--- config.mk ---
export PLATFORM = sky130hd
export DESIGN_NAME = egg_timer_multi_flat
export DESIGN_NICKNAME = d
export VERILOG_FILES = /design/src/rtl/egg_timer_multi_if.sv /design/src/rtl/egg_timer_multi.sv /design/src/flat_wrapper.sv
export SDC_FILE = /design/constraint.sdc
export NUM_CORES = 1
export LEC_CHECK = 0
export CORE_MARGIN = 2
export CORE_UTILIZATION = 65
export CTS_CLUSTER_DIAMETER = 120
export CTS_CLUSTER_SIZE = 24
export DETAILED_ROUTE_END_ITERATION = 10
export GPL_ROUTABILITY_DRIVEN = 1
export PLACE_DENSITY = 0.91
export REMOVE_ABC_BUFFERS = 1
export SKIP_LAST_GASP = 1
export SYNTH_ARGS = -nofsm -noshare
export SYNTH_HDL_FRONTEND = slang
export SYNTH_SLANG_ARGS = --single-unit
--- constraint.sdc ---
create_clock -name CLK100MHZ -period 5.9 [get_ports CLK100MHZ]
set_input_delay 0.59 -clock CLK100MHZ [delete_from_list [all_inputs] [get_ports CLK100MHZ]]
set_output_delay 0.59 -clock CLK100MHZ [all_outputs]
set_load 0.01 [all_outputs]
--- src/rtl/egg_timer_multi_if.sv ---
// Button/switch and display-side signals of the multi-channel egg timer.
// The board/bench side drives through the master modport and the timer
// core attaches through the slave modport.
interface egg_timer_multi_if #(
    parameter int N_CH = 2
);
    localparam int SW = (N_CH > 1) ? $clog2(N_CH) : 1;

    // Operator controls
    logic            enable;
    logic [SW-1:0]   sel;
    logic            ButtonModify;
    logic            ButtonStart;
    logic            ButtonMin;
    logic            ButtonSec;
    logic            preset_load;
    logic [1:0]      preset_sel;

    // Display / status
    logic [15:0]     remaining;
    logic [N_CH-1:0] running;
    logic [N_CH-1:0] done;
    logic            led0;
    logic            LED;
    logic            tick;

    modport master (
        output enable, sel, ButtonModify, ButtonStart, ButtonMin, ButtonSec,
               preset_load, preset_sel,
        input  remaining, running, done, led0, LED, tick
    );

    modport slave (
        input  enable, sel, ButtonModify, ButtonStart, ButtonMin, ButtonSec,
               preset_load, preset_sel,
        output remaining, running, done, led0, LED, tick
    );
endinterface

--- src/rtl/egg_timer_multi.sv ---
// Multi-channel mm:ss egg timer core. N_CH independent BCD countdown
// channels share one 1 Hz prescaler and one set of buttons; the buttons,
// preset loads and the display output all address channel sel.
module egg_timer_multi #(
    parameter int          N_CH     = 2,
    parameter int          TICK_DIV = 100000000,
    parameter int          MAX_MIN  = 59,
    parameter logic [15:0] PRESET1  = 16'h0600,
    parameter logic [15:0] PRESET2  = 16'h0930,
    parameter logic [15:0] PRESET3  = 16'h1400
) (
    input logic               CLK100MHZ,
    input logic               reset,
    egg_timer_multi_if.slave  bus
);
    localparam int SW = (N_CH > 1) ? $clog2(N_CH) : 1;
    localparam int CW = (TICK_DIV > 2) ? $clog2(TICK_DIV) : 1;
    localparam logic [CW-1:0] CNT_LAST = CW'(TICK_DIV - 1);
    // Minute wrap point expressed as two BCD digits
    localparam logic [7:0] MAX_MM = {4'(MAX_MIN / 10), 4'(MAX_MIN % 10)};

    typedef enum logic [1:0] {
        ST_IDLE  = 2'd0,
        ST_RUN   = 2'd1,
        ST_PAUSE = 2'd2,
        ST_DONE  = 2'd3
    } ch_state_e;

    // Prescaler and shared strobes
    logic [CW-1:0] cnt_q;
    logic          tick_w;
    logic          led_q;

    // Button history and qualified edges
    logic start_prev, min_prev, sec_prev, load_prev;
    logic start_edge, min_edge, sec_edge, load_edge;

    logic [15:0]   preset_val;

    // Per-channel state
    ch_state_e   state_q  [N_CH];
    ch_state_e   state_d  [N_CH];
    logic [15:0] time_q   [N_CH];
    logic [15:0] time_d   [N_CH];
    logic [15:0] recall_q [N_CH];
    logic [15:0] recall_d [N_CH];

    logic [N_CH-1:0] running_w;
    logic [N_CH-1:0] done_w;
    logic [15:0]     remaining_w;

    // ------------------------------------------------------------------
    // BCD helpers, one decimal digit per nibble
    // ------------------------------------------------------------------
    function automatic logic [7:0] bcd_inc(input logic [7:0] v);
        if (v[3:0] == 4'd9) return {v[7:4] + 4'd1, 4'd0};
        return {v[7:4], v[3:0] + 4'd1};
    endfunction

    function automatic logic [7:0] bcd_dec(input logic [7:0] v);
        if (v[3:0] == 4'd0) return {v[7:4] - 4'd1, 4'd9};
        return {v[7:4], v[3:0] - 4'd1};
    endfunction

    // Seconds edit: 59 wraps to 00 without touching the minutes
    function automatic logic [7:0] sec_step(input logic [7:0] ss);
        if (ss >= 8'h59) return 8'h00;
        return bcd_inc(ss);
    endfunction

    // Minutes edit: MAX_MIN wraps to 00
    function automatic logic [7:0] min_step(input logic [7:0] mm);
        if (mm >= MAX_MM) return 8'h00;
        return bcd_inc(mm);
    endfunction

    // One-second countdown step with borrow from minutes
    function automatic logic [15:0] time_dec(input logic [15:0] t);
        if (t == 16'h0000) return t;
        if (t[7:0] == 8'h00) return {bcd_dec(t[15:8]), 8'h59};
        return {t[15:8], bcd_dec(t[7:0])};
    endfunction

    // ------------------------------------------------------------------
    // Shared 1 Hz prescaler
    // ------------------------------------------------------------------

    // Count 0..TICK_DIV-1 while enabled; hold while disabled
    always_ff @(posedge CLK100MHZ) begin
        // NOTE: every clocked block uses non-blocking assignments so all
        // registers update together from the values sampled at the edge.
        if (reset) begin
            cnt_q <= '0;
        end else if (bus.enable) begin
            cnt_q <= (cnt_q == CNT_LAST) ? '0 : cnt_q + CW'(1);
        end
    end

    assign tick_w = bus.enable & ~reset & (cnt_q == CNT_LAST);

    // ------------------------------------------------------------------
    // Button edge detection
    // ------------------------------------------------------------------

    // Track previous button levels even while disabled so that a press
    // made during enable=0 is dropped rather than replayed later
    always_ff @(posedge CLK100MHZ) begin
        if (reset) begin
            start_prev <= 1'b0;
            min_prev   <= 1'b0;
            sec_prev   <= 1'b0;
            load_prev  <= 1'b0;
        end else begin
            start_prev <= bus.ButtonStart;
            min_prev   <= bus.ButtonMin;
            sec_prev   <= bus.ButtonSec;
            load_prev  <= bus.preset_load;
        end
    end

    assign start_edge = bus.enable & bus.ButtonStart & ~start_prev;
    assign min_edge   = bus.enable & bus.ButtonMin   & ~min_prev;
    assign sec_edge   = bus.enable & bus.ButtonSec   & ~sec_prev;
    assign load_edge  = bus.enable & bus.preset_load & ~load_prev;

    // Preset value selected by preset_sel
    always_comb begin
        preset_val = 16'h0000;
        case (bus.preset_sel)
            2'd1:    preset_val = PRESET1;
            2'd2:    preset_val = PRESET2;
            2'd3:    preset_val = PRESET3;
            default: preset_val = 16'h0000;
        endcase
    end

    // ------------------------------------------------------------------
    // Per-channel FSM and time arithmetic
    // ------------------------------------------------------------------

    // Next state/time/recall for every channel, highest priority first:
    // preset_load, Start, edit, tick
    always_comb begin
        logic        hit;
        logic [15:0] t;
        for (int i = 0; i < N_CH; i++) begin
            // NOTE: every combinational output gets its hold value first, so
            // no branch can leave it unassigned and infer a latch.
            state_d[i]  = state_q[i];
            time_d[i]   = time_q[i];
            recall_d[i] = recall_q[i];
            t           = time_q[i];
            // An out-of-range sel matches no channel, so its edges are lost
            hit         = (bus.sel == SW'(i));

            if (hit && load_edge && state_q[i] != ST_RUN) begin
                time_d[i]  = preset_val;
                state_d[i] = ST_IDLE;
            end else if (hit && start_edge &&
                         !(state_q[i] == ST_IDLE && time_q[i] == 16'h0000)) begin
                case (state_q[i])
                    ST_IDLE: begin
                        state_d[i]  = ST_RUN;
                        recall_d[i] = time_q[i];
                    end
                    ST_RUN:   state_d[i] = ST_PAUSE;
                    ST_PAUSE: state_d[i] = ST_RUN;
                    ST_DONE: begin
                        state_d[i] = ST_IDLE;
                        time_d[i]  = recall_q[i];
                    end
                    default:  state_d[i] = ST_IDLE;
                endcase
            end else if (hit && bus.ButtonModify && (min_edge || sec_edge) &&
                         (state_q[i] == ST_IDLE || state_q[i] == ST_PAUSE)) begin
                if (sec_edge) t[7:0]  = sec_step(t[7:0]);
                if (min_edge) t[15:8] = min_step(t[15:8]);
                time_d[i] = t;
                // A paused channel edited down to zero has nothing left to run
                if (state_q[i] == ST_PAUSE && t == 16'h0000) state_d[i] = ST_IDLE;
            end else if (tick_w && state_q[i] == ST_RUN) begin
                t         = time_dec(time_q[i]);
                time_d[i] = t;
                if (t == 16'h0000) state_d[i] = ST_DONE;
            end
        end
    end

    // Channel registers
    always_ff @(posedge CLK100MHZ) begin
        // NOTE: these arrays are a handful of flops per channel rather than
        // a RAM, so reset clears them along with the rest of the state.
        if (reset) begin
            for (int i = 0; i < N_CH; i++) begin
                state_q[i]  <= ST_IDLE;
                time_q[i]   <= 16'h0000;
                recall_q[i] <= 16'h0000;
            end
        end else begin
            for (int i = 0; i < N_CH; i++) begin
                state_q[i]  <= state_d[i];
                time_q[i]   <= time_d[i];
                recall_q[i] <= recall_d[i];
            end
        end
    end

    // ------------------------------------------------------------------
    // Outputs
    // ------------------------------------------------------------------

    // Status vectors and display mux for channel sel
    always_comb begin
        running_w   = '0;
        done_w      = '0;
        remaining_w = 16'h0000;
        for (int i = 0; i < N_CH; i++) begin
            running_w[i] = (state_q[i] == ST_RUN);
            done_w[i]    = (state_q[i] == ST_DONE);
            if (bus.sel == SW'(i)) remaining_w = time_q[i];
        end
    end

    // Heartbeat LED: toggles each tick while anything runs, else dark
    always_ff @(posedge CLK100MHZ) begin
        if (reset) begin
            led_q <= 1'b0;
        end else if (!(|running_w)) begin
            led_q <= 1'b0;
        end else if (tick_w) begin
            led_q <= ~led_q;
        end
    end

    assign bus.remaining = remaining_w;
    assign bus.running   = running_w;
    assign bus.done      = done_w;
    assign bus.led0      = bus.enable;
    assign bus.LED       = led_q;
    assign bus.tick      = tick_w;
endmodule

--- src/flat_wrapper.sv ---
// flat-port wrapper written by rule: the top's interface ports become plain ports
module egg_timer_multi_flat 
#(
    parameter int          N_CH     = 2,
    parameter int          TICK_DIV = 100000000,
    parameter int          MAX_MIN  = 59,
    parameter logic [15:0] PRESET1  = 16'h0600,
    parameter logic [15:0] PRESET2  = 16'h0930,
    parameter logic [15:0] PRESET3  = 16'h1400
)
  (CLK100MHZ, reset, bus_enable, bus_sel, bus_ButtonModify, bus_ButtonStart, bus_ButtonMin, bus_ButtonSec, bus_preset_load, bus_preset_sel, bus_remaining, bus_running, bus_done, bus_led0, bus_LED, bus_tick);
  egg_timer_multi_if #(.N_CH(N_CH)) bus_i ();
  input logic CLK100MHZ;
  input logic reset;
  input wire logic [$bits(bus_i.enable)-1:0] bus_enable;
  input wire logic [$bits(bus_i.sel)-1:0] bus_sel;
  input wire logic [$bits(bus_i.ButtonModify)-1:0] bus_ButtonModify;
  input wire logic [$bits(bus_i.ButtonStart)-1:0] bus_ButtonStart;
  input wire logic [$bits(bus_i.ButtonMin)-1:0] bus_ButtonMin;
  input wire logic [$bits(bus_i.ButtonSec)-1:0] bus_ButtonSec;
  input wire logic [$bits(bus_i.preset_load)-1:0] bus_preset_load;
  input wire logic [$bits(bus_i.preset_sel)-1:0] bus_preset_sel;
  output wire logic [$bits(bus_i.remaining)-1:0] bus_remaining;
  output wire logic [$bits(bus_i.running)-1:0] bus_running;
  output wire logic [$bits(bus_i.done)-1:0] bus_done;
  output wire logic [$bits(bus_i.led0)-1:0] bus_led0;
  output wire logic [$bits(bus_i.LED)-1:0] bus_LED;
  output wire logic [$bits(bus_i.tick)-1:0] bus_tick;
  assign bus_i.enable = bus_enable;
  assign bus_i.sel = bus_sel;
  assign bus_i.ButtonModify = bus_ButtonModify;
  assign bus_i.ButtonStart = bus_ButtonStart;
  assign bus_i.ButtonMin = bus_ButtonMin;
  assign bus_i.ButtonSec = bus_ButtonSec;
  assign bus_i.preset_load = bus_preset_load;
  assign bus_i.preset_sel = bus_preset_sel;
  assign bus_remaining = bus_i.remaining;
  assign bus_running = bus_i.running;
  assign bus_done = bus_i.done;
  assign bus_led0 = bus_i.led0;
  assign bus_LED = bus_i.LED;
  assign bus_tick = bus_i.tick;
  egg_timer_multi #(.N_CH(N_CH), .TICK_DIV(TICK_DIV), .MAX_MIN(MAX_MIN), .PRESET1(PRESET1), .PRESET2(PRESET2), .PRESET3(PRESET3)) u_core (.CLK100MHZ(CLK100MHZ), .reset(reset), .bus(bus_i));
endmodule
# Word level (Yosys, flattened, before mapping)
# Memories as Yosys holds them, arrays and structs flattened.
# Index checks and enable logic that the tools add are counted.
[op_classes]
bitwise_logic = 24
n_lt_le_gt_ge = 4
muxes = 192
n_eq_ne = 16
add_sub_neg = 17
reduce_logical = 43
[op_table]
columns = ["op", "count"]
rows = [
  ["16-bit 2-to-1 mux", 37],
  ["8-bit 2-to-1 mux", 40],
  ["1-bit 2-to-1 mux", 97],
  ["16-bit logical NOT", 6],
  ["13-bit one-hot mux with 3 select lines", 1],
  ["4-bit by 1-bit adder with 4-bit output, second input constant", 8],
  ["8-bit by 7-bit >= comparator with 1-bit output, second input constant", 4],
  ["4-bit by 1-bit subtractor with 4-bit output, second input constant", 8],
  ["2-bit 2-to-1 mux", 14],
  ["27-bit by 1-bit adder with 27-bit output, second input constant", 1],
  ["27-bit == test, second input constant", 1],
  ["27-bit 2-to-1 mux", 1],
  ["1-bit logical AND", 20],
  ["4-bit == test, second input constant", 4],
  ["4-bit logical NOT", 4],
  ["8-bit logical NOT", 2],
  ["2-bit == test, second input constant", 6],
  ["2-bit one-hot mux with 3 select lines", 2],
  ["1-bit AND", 10],
  ["1-bit inverter", 8],
  ["2-bit OR reduction", 4],
  ["2-bit by 1-bit == test with 1-bit output, second input constant", 3],
  ["1-bit OR", 6],
  ["2-bit logical NOT", 2],
  ["other kinds (3)", 7],
]
[word_totals]
memories = 3
register_bits = 32
mem_bits_rw = 68
out_inout_bits = 23
wordCells = 305
[mem_list]
columns = ["memory", "words", "word_bits", "rd", "rd_clocked_by_memory_dff", "write_ports", "line_no", "source"]
rows = [
  ["u_core.recall_q", 2, 16, 2, 0, 2, "egg_timer_multi.sv:45", "logic [15:0] recall_q [N_CH];"],
  ["u_core.time_q", 2, 16, 2, 0, 2, "egg_timer_multi.sv:43", "logic [15:0] time_q [N_CH];"],
  ["u_core.state_q", 2, 2, 2, 0, 2, "egg_timer_multi.sv:41", "ch_state_e state_q [N_CH];"],
]

# Depth between registers and ports, before layout
# Gate-level depths: netlist (run 1).
[logic_depth]
ltp_word = 33
ltp_mapped = 12
ltp_nobuf = 9

# Worst setup path before layout (run 1)
# Ideal clock, no wire load.
[synth_path]
kind = "flip-flop to flip-flop"
start = "mem u_core.time_q[0][5]"
end = "mem u_core.time_q[0][12]"
setup_ns = 0.124
setup_slack_ns = 3.410
period_less_slack_ns = 2.490
path_stages_with_launch = 11
path_buffers = 2
t_arrival_ns = 2.365
required_time_ns = 5.776
path_cell_list = "dfxtp_1 -> inv_1 -> ha_1 -> or3b_2 -> clkbuf_1 -> nor4_4 -> a21boi_2 -> o21a_1 -> buf_2 -> a221oi_1 -> a21oi_1"
[synth_rtl]
columns = ["element", "line_no"]
rows = [
  ["from (decl)", "egg_timer_multi.sv:43"],
]

# Final worst setup path (run 1)
[layout_path]
start = "in bus_enable"
end = "out bus_tick"
[layout_between]
elab_chain_cells = 2
[layout_lines]
columns = ["element", "line_no", "source"]
rows = [
  ["from (decl)", "flat_wrapper.sv:15", "input wire logic [$bits(bus_i.enable)-1:0] bus_enable;"],
  ["1-bit AND (2 in a row)", "egg_timer_multi.sv:99", "assign tick_w = bus.enable & ~reset & (cnt_q == CNT_LAST);"],
  ["to (decl)", "flat_wrapper.sv:28", "output wire logic [$bits(bus_i.tick)-1:0] bus_tick;"],
]
# No other way between the ends.

==> results of run 1 <==
[stage by stage]
step / total power [mW] / instance area [sq um] / hold WS, ps / std cells
final: 1.74 / 7630 / 485 / 1100
after global routing: 1.82 / 7630 / 518 / 1100
after CTS: 1.72 / 7630 / 486 / 1100
after detailed placement: 1.23 / 7410 / 475 / 1085
after global placement: 1.22 / 7410 / 460 / 1085
after floorplan: 1.08 / 6850 / 450 / 904
[cells by family (layout without fill, tap and decap cells)]
logic type | Yosys count | in the layout | synth area share
and+or+nand+nor | 410 | 410 | 0.297
AOI/OAI and AO/OA | 296 | 296 | 0.257
buffers and inverters | 106 | 79 | 0.0613
DFF | 100 | 100 | 0.278
muxes | 30 | 30 | 0.0433
xor gates and xnor gates | 28 | 28 | 0.0340
adders and majority gates | 17 | 17 | 0.0295
[cell usage after synthesis, types with 5 or more instances]
cell type,instances,area [sq um]
xnor2_1,11,96.3
inv_1,23,86.3
a21o_1,8,60.1
and3_1,8,50.1
nand2b_1,11,68.8
nor4_1,15,93.8
or3_1,16,100
mux2_2,9,101
o21ai_0,80,400
or4_1,6,45.0
xor2_1,17,149
clkbuf_1,60,225
o21a_1,5,37.5
nand2_1,81,304
nand3_1,29,145
dfxtp_1,100,2000
o211ai_1,11,82.6
nor2_1,127,477
a2111oi_0,7,61.3
nand4b_1,5,43.8
ha_1,17,213
a211oi_1,21,158
a21oi_1,85,425
nor4bb_1,6,60.1
nor2b_1,12,75.1
mux2i_1,21,210
a221oi_1,9,78.8
buf_2,14,70.1
nand3b_1,5,37.5
o21ai_1,5,25.0
nor3b_1,7,52.6
nor3_1,36,180
o31ai_1,12,90.1
nor4b_1,5,43.8
a31oi_1,15,93.8
nand4_1,16,100
[worst paths after layout]
check / to / slack (ps)
worst max register to register: u_core.time_q[0][9] / 2670
worst min register to register: u_core.time_q[0][30] / 490
worst max-delay path: bus_tick / 2130
worst min-delay path: u_core.time_q[0][30] / 490
[tightest hold or removal path, delay by kind of cell, from the launching register on]
| kind | cells | cell delay, ps |
|---|---|---|
| flops | 1 | 320 |
| compound gates | 1 | 70 |
| simple gates | 1 | 50 |
[metal layers]
layer  wire length [um]  share of wire  global-route usage
met2               9340           0.44               0.551
met1               8810           0.42               0.499
met5                  0              0                   0
met3               2380           0.11              0.0831
met4                568          0.027               0.128
[report_power, final]
part           total (mW)  switching, mW  internal, mW
combinational       0.478          0.291         0.187
clock               0.507          0.256         0.251
sequential          0.754         0.0604         0.693
[area by class of cell]
class,count,area (sq um)
multi-input cells,781,4760
fillers,925,3210
flip-flops and latches,100,2000
repair buffers,41,385
well taps,140,175
clock buffers,10,138
inverters,23,86.3
clock inverters,5,82.6
[cells in the final DEF (no fill, tap or decap), types with 5 or more instances in the layout]
cell type,n
xor2_1,17
o21a_1,5
o31ai_1,12
nor3_1,36
nor2_1,127
nand4_1,16
a221oi_1,9
or3_1,16
buf_4,8
nand2_1,81
nor3b_1,7
nor2b_1,12
a211oi_1,21
nor4bb_1,6
and3_1,8
or4_1,6
nand4b_1,5
mux2_2,9
inv_1,23
a2111oi_0,7
nand2b_1,11
mux2i_1,21
clkbuf_8,10
o211ai_1,11
a21oi_1,85
xnor2_1,11
nor4b_1,5
ha_1,17
a31oi_1,15
clkdlybuf4s50_1,32
o21ai_0,80
dfxtp_1,100
nand3_1,29
o21ai_1,5
a21o_1,8
nand3b_1,5
nor4_1,15
[flip-flops by register name, indices dropped and copies added, names as in the netlist]
register and cells:
u_core.recall_q 32, u_core.time_q 32, u_core.cnt_q 27, u_core.state_q 4, u_core.bus.LED 1, u_core.load_prev 1
u_core.min_prev 1, u_core.sec_prev 1, u_core.start_prev 1
==> flow_metrics.tcl, run 1 <==
set metrics [dict create \
    r2r-start "u_core.time_q[0][5]" \
    setup_viol 0 \
    critPathSlowestCell "clkdlybuf4s50_1" \
    maxSlewViolCount 0 \
    dp_hpwl_mm 14.4 \
    grt_pass1_vias 6579 \
    worstHoldPathType "flip-flop to flip-flop" \
    die_area_sq_mm 0.0119 \
    dr.pass1.iters 6 \
    worstMarginPinSlew_ps 1110 \
    yosysWarnings 0 \
    clkLatencyLatePin_ps 400 \
    timing.final.hold_violations 0 \
    cp_max_fo 15 \
    grt_first_pass_wirelength_mm 33.8 \
    cpPeakStageDelay_ps 830 \
    power_leakage_nw 2.78 \
    htreeDepth 3 \
    cp-startpoint "bus_enable" \
    tritoncts "done" \
    area_growth_pct 5.91 \
    initial_core_util 0.664 \
    p_per_area_mw_per_mm2 228 \
    root_buffer "clkbuf_8" \
    crit_required_ps 5310 \
    first_iter_violations 1191 \
    synthArstFlopShare 0 \
    cp-end-kind "output pin" \
    layout.nets 984 \
    fp-row-count 38 \
    max-clock-path-buffers 2 \
    remaining_drc_errors 0 \
    fmax_mhz 265 \
    cts_resized 0 \
    drt.antenna.violating_nets 0 \
    antenna_found_initial 0 \
    cp_cell_sequence "clkdlybuf4s50_1, nand4_1, nor2_1, nand3_1, nor2_1, clkdlybuf4s50_1" \
    gp_congestion 1.03 \
    cts.sinks 100 \
    grt-ovfl-total 0 \
    reg2reg_depth 10 \
    crit_type "primary input to output pin" \
    period_share 0.639 \
    post-route-util 0.704 \
    crit_family "buffers and inverters" \
    port_buffers 33 \
    vias_per_cell 6.82 \
    cts_made_buffers 9 \
    die_h_um 109 \
    clock_skew_ps 12.7 \
    syn_avg_cell_area_sq_um 7.30 \
    antennaDiodeCount 0 \
    min_from "u_core.recall_q[0][30]" \
    wl_per_cell_um 19.2 \
    cp.arrival_ps 3180 \
    num_io_pins 34 \
    track_usage 0.361 \
    drive_gt1_frac 0.0531 \
    peakVddDrop_v 0.000196 \
    status "finished clean" \
    path_depth 6 \
    place_ws_ps 2050 \
    worst_slack_ps 2130 \
    min_path_cells 2 \
    slew_headroom 0.250 \
    critPathBufInv 2 \
    synthFlopType "dfxtp_1" \
    rsz0062_at_grt "no" \
    wirelength_mm 21.1 \
    grt_max_degree 34 \
    postCtsHoldBufs 0 \
    vias 7507 \
    synth_edf_count 0 \
    fp.dieW_um 109 \
    clkSlewWorstSetupHoldPaths_ps 100 \
    synth_area_sq_mm 0.00720 \
    synth_seq_cells 100 \
    syn_inst 987 \
    cts_setup_buffers 0 \
    layout_min_cycle_time_ps 3770 \
    tns_ps 0 \
    ys_seq_area_frac 0.278 \
    cap_violations 0 \
    coreArea_sq_mm 0.0108 \
    start_kind "primary input" \
    yosysUniqueCellTypes 72 \
]
Note: power is estimated with default switching activity, not from simulation.
==> inputs of run 2 (changes only) <==
--- a/config.mk
+++ b/config.mk
@@ -6,12 +6,12 @@
 export NUM_CORES = 1
 export LEC_CHECK = 0
 export CORE_MARGIN = 2
-export CORE_UTILIZATION = 65
+export CORE_UTILIZATION = 56
 export CTS_CLUSTER_DIAMETER = 120
 export CTS_CLUSTER_SIZE = 24
 export DETAILED_ROUTE_END_ITERATION = 10
 export GPL_ROUTABILITY_DRIVEN = 1
-export PLACE_DENSITY = 0.91
+export PLACE_DENSITY = 0.84
 export REMOVE_ABC_BUFFERS = 1
 export SKIP_LAST_GASP = 1
 export SYNTH_ARGS = -nofsm -noshare
==> constraint.sdc (replaced) <==
create_clock -name CLK100MHZ -period 3.3 [get_ports CLK100MHZ]
set_input_delay 0.33 -clock CLK100MHZ [delete_from_list [all_inputs] [get_ports CLK100MHZ]]
set_output_delay 0.33 -clock CLK100MHZ [all_outputs]
set_load 0.01 [all_outputs]
==> flow_metrics.tcl, run 2 (synthesis results as in run 1) <==
set metrics [dict create \
    status "finished clean" \
    timing.final.hold_violations 0 \
    port_buffers 33 \
    vias_per_cell 6.62 \
    root_buffer "clkbuf_16" \
    max-clock-path-buffers 2 \
    antenna_found_initial 0 \
    postCtsHoldBufs 0 \
    cts_resized 0 \
    wirelength_mm 22.3 \
    vias 7833 \
    num_io_pins 34 \
    reg2reg_depth 10 \
    p_switching_mw 1.13 \
    drive_gt1_frac 0.102 \
    fp-row-count 41 \
    tns_ps 0 \
    grt_pass1_vias 6911 \
    clkSlewWorstSetupHoldPaths_ps 70 \
    cpPeakStageDelay_ps 740 \
    r2r-end "u_core.recall_q[0][26]" \
    grt-ovfl-total 0 \
    drt.antenna.violating_nets 0 \
    die_area_sq_mm 0.0138 \
    holdPathEnd "u_core.time_q[0][30]" \
    swShare 0.334 \
    crit_family "buffers and inverters" \
    combPwrFrac 0.291 \
    final_common_cell "nor2_1" \
    fin_area_sq_mm 0.00815 \
    dr.pass1.iters 6 \
    initial_core_util 0.573 \
    tritoncts "done" \
    min_from "u_core.recall_q[0][30]" \
    power_frac_clock 0.326 \
    first_iter_violations 1116 \
    power_leakage_nw 3.08 \
    htreeDepth 3 \
    layout.nets 1035 \
    cp_cell_sequence "clkdlybuf4s50_1, nand4_1, nor2_1, nand3_1, nor2_1, clkdlybuf4s50_1" \
    cts_setup_buffers 0 \
    cp.arrival_ps 2680 \
    top_regs "u_core.recall_q (32), u_core.time_q (32), u_core.cnt_q (27)" \
    critPathBufInv 2 \
    placed_area_sq_mm 0.00785 \
    cp_max_fo 13 \
    layout_min_cycle_time_ps 3010 \
    final_cell_mix "nor2_1, dfxtp_1, a21oi_1" \
    min_path_cells 2 \
    fp.dieW_um 117 \
    p_int_mw 2.25 \
    grt_max_degree 37 \
    p_per_area_mw_per_mm2 415 \
    crit_required_ps 2970 \
    setup_viol 0 \
    critPathSlowestCell "clkdlybuf4s50_1" \
    fmax_mhz 333 \
    coreArea_sq_mm 0.0126 \
    rsz0062_at_grt "no" \
    clkLatencyLatePin_ps 360 \
    period_share 0.911 \
    track_usage 0.317 \
    cts.sinks 100 \
    maxSlewViolCount 0 \
    r2r-start "u_core.time_q[0][21]" \
    remaining_drc_errors 0 \
    crit_type "primary input to output pin" \
    wl_per_cell_um 18.9 \
    gp_congestion 0.993 \
    clock_skew_ps 7.42 \
    cap_violations 0 \
    start_kind "primary input" \
    cts_made_buffers 9 \
    grt_first_pass_wirelength_mm 35.8 \
    slew_headroom 0.561 \
    pwr-share-seq 0.383 \
    peakVddDrop_v 0.000359 \
    worstHoldPathType "flip-flop to flip-flop" \
    die_h_um 117 \
    antennaDiodeCount 0 \
    dp_hpwl_mm 15.6 \
    cp-end-kind "output pin" \
    worstMarginPinSlew_ps 652 \
    reg2reg_setup_slack_ps 460 \
    area_growth_pct 13.2 \
]
==> run 2: changes by cell type in the layout (fill, tap and decap cells not counted) <==
cell and change:
clkinv_4 +1, clkinv_2 +1, o41ai_2 +1, inv_6 -2
buf_12 +1, clkbuf_8 -8, bufinv_16 -1, o41ai_1 -1
buf_4 +50, clkbuf_16 +9
==> run 2: worst max path at each step <==
stage                                     end  depth (start not counted)  slack [ps]                start
after CTS                            bus_tick                          6         340           bus_enable
after global routing                 bus_tick                          6         180           bus_enable
after floorplan           u_core.time_q[0][8]                          8         380  u_core.time_q[0][5]
after global placement               bus_tick                          6         460           bus_enable
after detailed placement             bus_tick                          6         350           bus_enable
final                                bus_tick                          6         290           bus_enable
==> run 2: per-stage QoR <==
stage	hold slack (ps)	instances	setup slack, ps	power (mW)	util
6_report	490	1183	293	3.38	0.649
5_1_grt	494	1183	175	3.52	0.649
4_1_cts	487	1183	341	3.35	0.649
3_5_place_dp	482	1168	348	2.26	0.625
3_3_place_gp	465	1168	464	2.25	0.625
2_1_floorplan	399	904	385	1.93	-
==> run 2: final cells by class <==
class / count / area (sq um)
Multi-Input combinational cell: 781 / 4770
Fill cell: 1105 / 4420
Sequential cell: 100 / 2000
Timing Repair Buffer: 92 / 781
Clock buffer: 11 / 253
Tap cell: 172 / 215
Inverter: 23 / 86.3
Clock inverter: 4 / 48.8
==> run 2: power groups by stage <==
stage | Clock, mW | Sequential (mW) | Combinational (mW)
after floorplan | 0 | 1.33 | 0.593
after global placement | 0 | 1.32 | 0.931
after detailed placement | 0 | 1.32 | 0.941
after CTS | 1.11 | 1.29 | 0.949
after global routing | 1.17 | 1.30 | 1.05
final | 1.10 | 1.29 | 0.984
==> run 2: per-layer routing <==
metal,up-vias,part of all wire,global-route usage
met5,-,0,0
met4,0,0.028,0.119
met3,70,0.11,0.0715
met2,527,0.44,0.470
met1,3582,0.43,0.448
li1,3654,-,-
==> run 2: worst min-delay path: stages (launching register included) <==
cell and delay, ps:
dfxtp_1 320, nand2_1 50, a31oi_1 80
==> inputs of run 3 (changes only) <==
--- a/config.mk
+++ b/config.mk
@@ -5,15 +5,17 @@
 export SDC_FILE = /design/constraint.sdc
 export NUM_CORES = 1
 export LEC_CHECK = 0
-export CORE_MARGIN = 2
+export CORE_MARGIN = 8
 export CORE_UTILIZATION = 56
 export CTS_CLUSTER_DIAMETER = 120
 export CTS_CLUSTER_SIZE = 24
 export DETAILED_ROUTE_END_ITERATION = 10
 export GPL_ROUTABILITY_DRIVEN = 1
 export PLACE_DENSITY = 0.84
+export RECOVER_POWER = 100
 export REMOVE_ABC_BUFFERS = 1
 export SKIP_LAST_GASP = 1
+export SLEW_MARGIN = 20
 export SYNTH_ARGS = -nofsm -noshare
 export SYNTH_HDL_FRONTEND = slang
 export SYNTH_SLANG_ARGS = --single-unit
==> flow_metrics.tcl, run 3 (synthesis results as in run 1) <==
set metrics [dict create \
    cp_cell_sequence "dlygate4sd3_1, nand4_1, nor2_1, nand3_1, nor2_1, dlygate4sd3_1" \
    period_share 0.935 \
    cts.sinks 100 \
    status "finished clean" \
    drt.antenna.violating_nets 0 \
    reg2reg_setup_slack_ps 220 \
    antennaDiodeCount 0 \
    port_buffers 33 \
    vias 7809 \
    p_per_area_mw_per_mm2 410 \
    r2r-end "u_core.time_q[0][29]" \
    wl_per_cell_um 18.8 \
    root_buffer "clkbuf_16" \
    worst_hold_slack_ps 327 \
    cpPeakStageDelay_ps 880 \
    slew_headroom 0.399 \
    total_power_mw 3.31 \
    max-clock-path-buffers 2 \
    cp_max_fo 15 \
    track_usage 0.268 \
    start_kind "primary input" \
    initial_core_util 0.573 \
    timing.final.hold_violations 0 \
    endpoint "bus_tick" \
    die_h_um 129 \
    final_cell_mix "nor2_1, dfxtp_1, a21oi_1" \
    clkSlewWorstSetupHoldPaths_ps 80 \
    remaining_drc_errors 0 \
    fmax_mhz 324 \
    first_iter_violations 1159 \
    cts_made_buffers 9 \
    cp-end-kind "output pin" \
    fill_cells 1108 \
    cap_violations 0 \
    coreArea_sq_mm 0.0126 \
    reg2reg_depth 9 \
    dr.pass1.iters 6 \
    power_leakage_nw 3.10 \
    grt_first_pass_wirelength_mm 36.1 \
    htreeDepth 3 \
    cp.arrival_ps 2760 \
    drive_gt1_frac 0.0931 \
    tns_ps 0 \
    vias_per_cell 6.61 \
    grt-ovfl-total 0 \
    clkLatencyLatePin_ps 360 \
    wirelength_mm 22.2 \
    crit_required_ps 2970 \
    fp.dieW_um 129 \
    rsz0062_at_grt "no" \
    layout.nets 1033 \
    cp-startpoint "bus_enable" \
    critPathSlowestCell "dlygate4sd3_1" \
    fp-row-count 41 \
    dp_hpwl_mm 15.5 \
    antenna_found_initial 0 \
    grt_max_degree 47 \
    peakVddDrop_v 0.000294 \
    worstMarginPinSlew_ps 900 \
    top_regs "u_core.recall_q (32), u_core.time_q (32), u_core.cnt_q (27)" \
    clock_skew_ps 10.1 \
    cts_resized 0 \
    die_area_sq_mm 0.0167 \
    area_growth_pct 12.0 \
    cts_setup_buffers 0 \
    grt_pass1_vias 7073 \
    crit_type "primary input to output pin" \
    maxSlewViolCount 0 \
    r2r-start "u_core.time_q[0][20]" \
    worstHoldPathType "primary input to flip-flop" \
    final_common_cell "nor2_1" \
    num_io_pins 34 \
    tritoncts "done" \
    postCtsHoldBufs 0 \
    layout_min_cycle_time_ps 3090 \
    setup_viol 0 \
    gp_congestion 1.01 \
]
[run 3: area by class of cell]
type / instances / area [sq um] / area share
repair buffers: 90 / 721 / 0.0893
inverters: 23 / 86.3 / 0.0107
clock buffers: 9 / 225 / 0.0279
clock inverters: 7 / 63.8 / 0.00791
multi-input cells: 781 / 4760 / 0.589
well taps: 172 / 215 / 0.0267
flip-flops and latches: 100 / 2000 / 0.248
[run 3: routing by layer]
metal,global-route usage,routed length [um],vias up
met5,0,0,-
met1,0.369,9520,3596
li1,-,-,3658
met4,0.121,637,0
met3,0.0477,2370,56
met2,0.400,9670,499
[run 3: worst min-delay path by stage]
stage,from,to,slack [ps],depth (start not counted)
after floorplan,reset,u_core.time_q[0][11],400,1
after global placement,u_core.recall_q[0][18],u_core.time_q[0][18],460,2
after detailed placement,u_core.recall_q[0][18],u_core.time_q[0][18],470,2
after CTS,reset,u_core.recall_q[0][0],330,2
after global routing,reset,u_core.recall_q[0][0],340,2
final,reset,u_core.recall_q[0][0],330,2
[run 3: power by group]
part           internal [mW]  switching [mW]  total, mW  leakage (nW)
Clock                  0.530           0.524       1.05         0.143
Sequential              1.24          0.0546       1.29         0.809
Combinational          0.371           0.592      0.962          2.15
[run 3: critical path: cells and delay by family]
family,cells,cell delay [ps]
buffers and inverters,2,1530
AND/OR/NAND/NOR,4,900
[run 3: metrics by stage]
stage / cell area [sq um] / std cells / setup WS (ps) / utilization
after floorplan: 6850 / 904 / 385 / -
after detailed placement: 7820 / 1166 / 289 / 0.622
after global routing: 8070 / 1182 / 39.5 / 0.642
final: 8070 / 1182 / 214 / 0.642
after CTS: 8110 / 1182 / 340 / 0.645
after global placement: 7820 / 1166 / 348 / 0.622
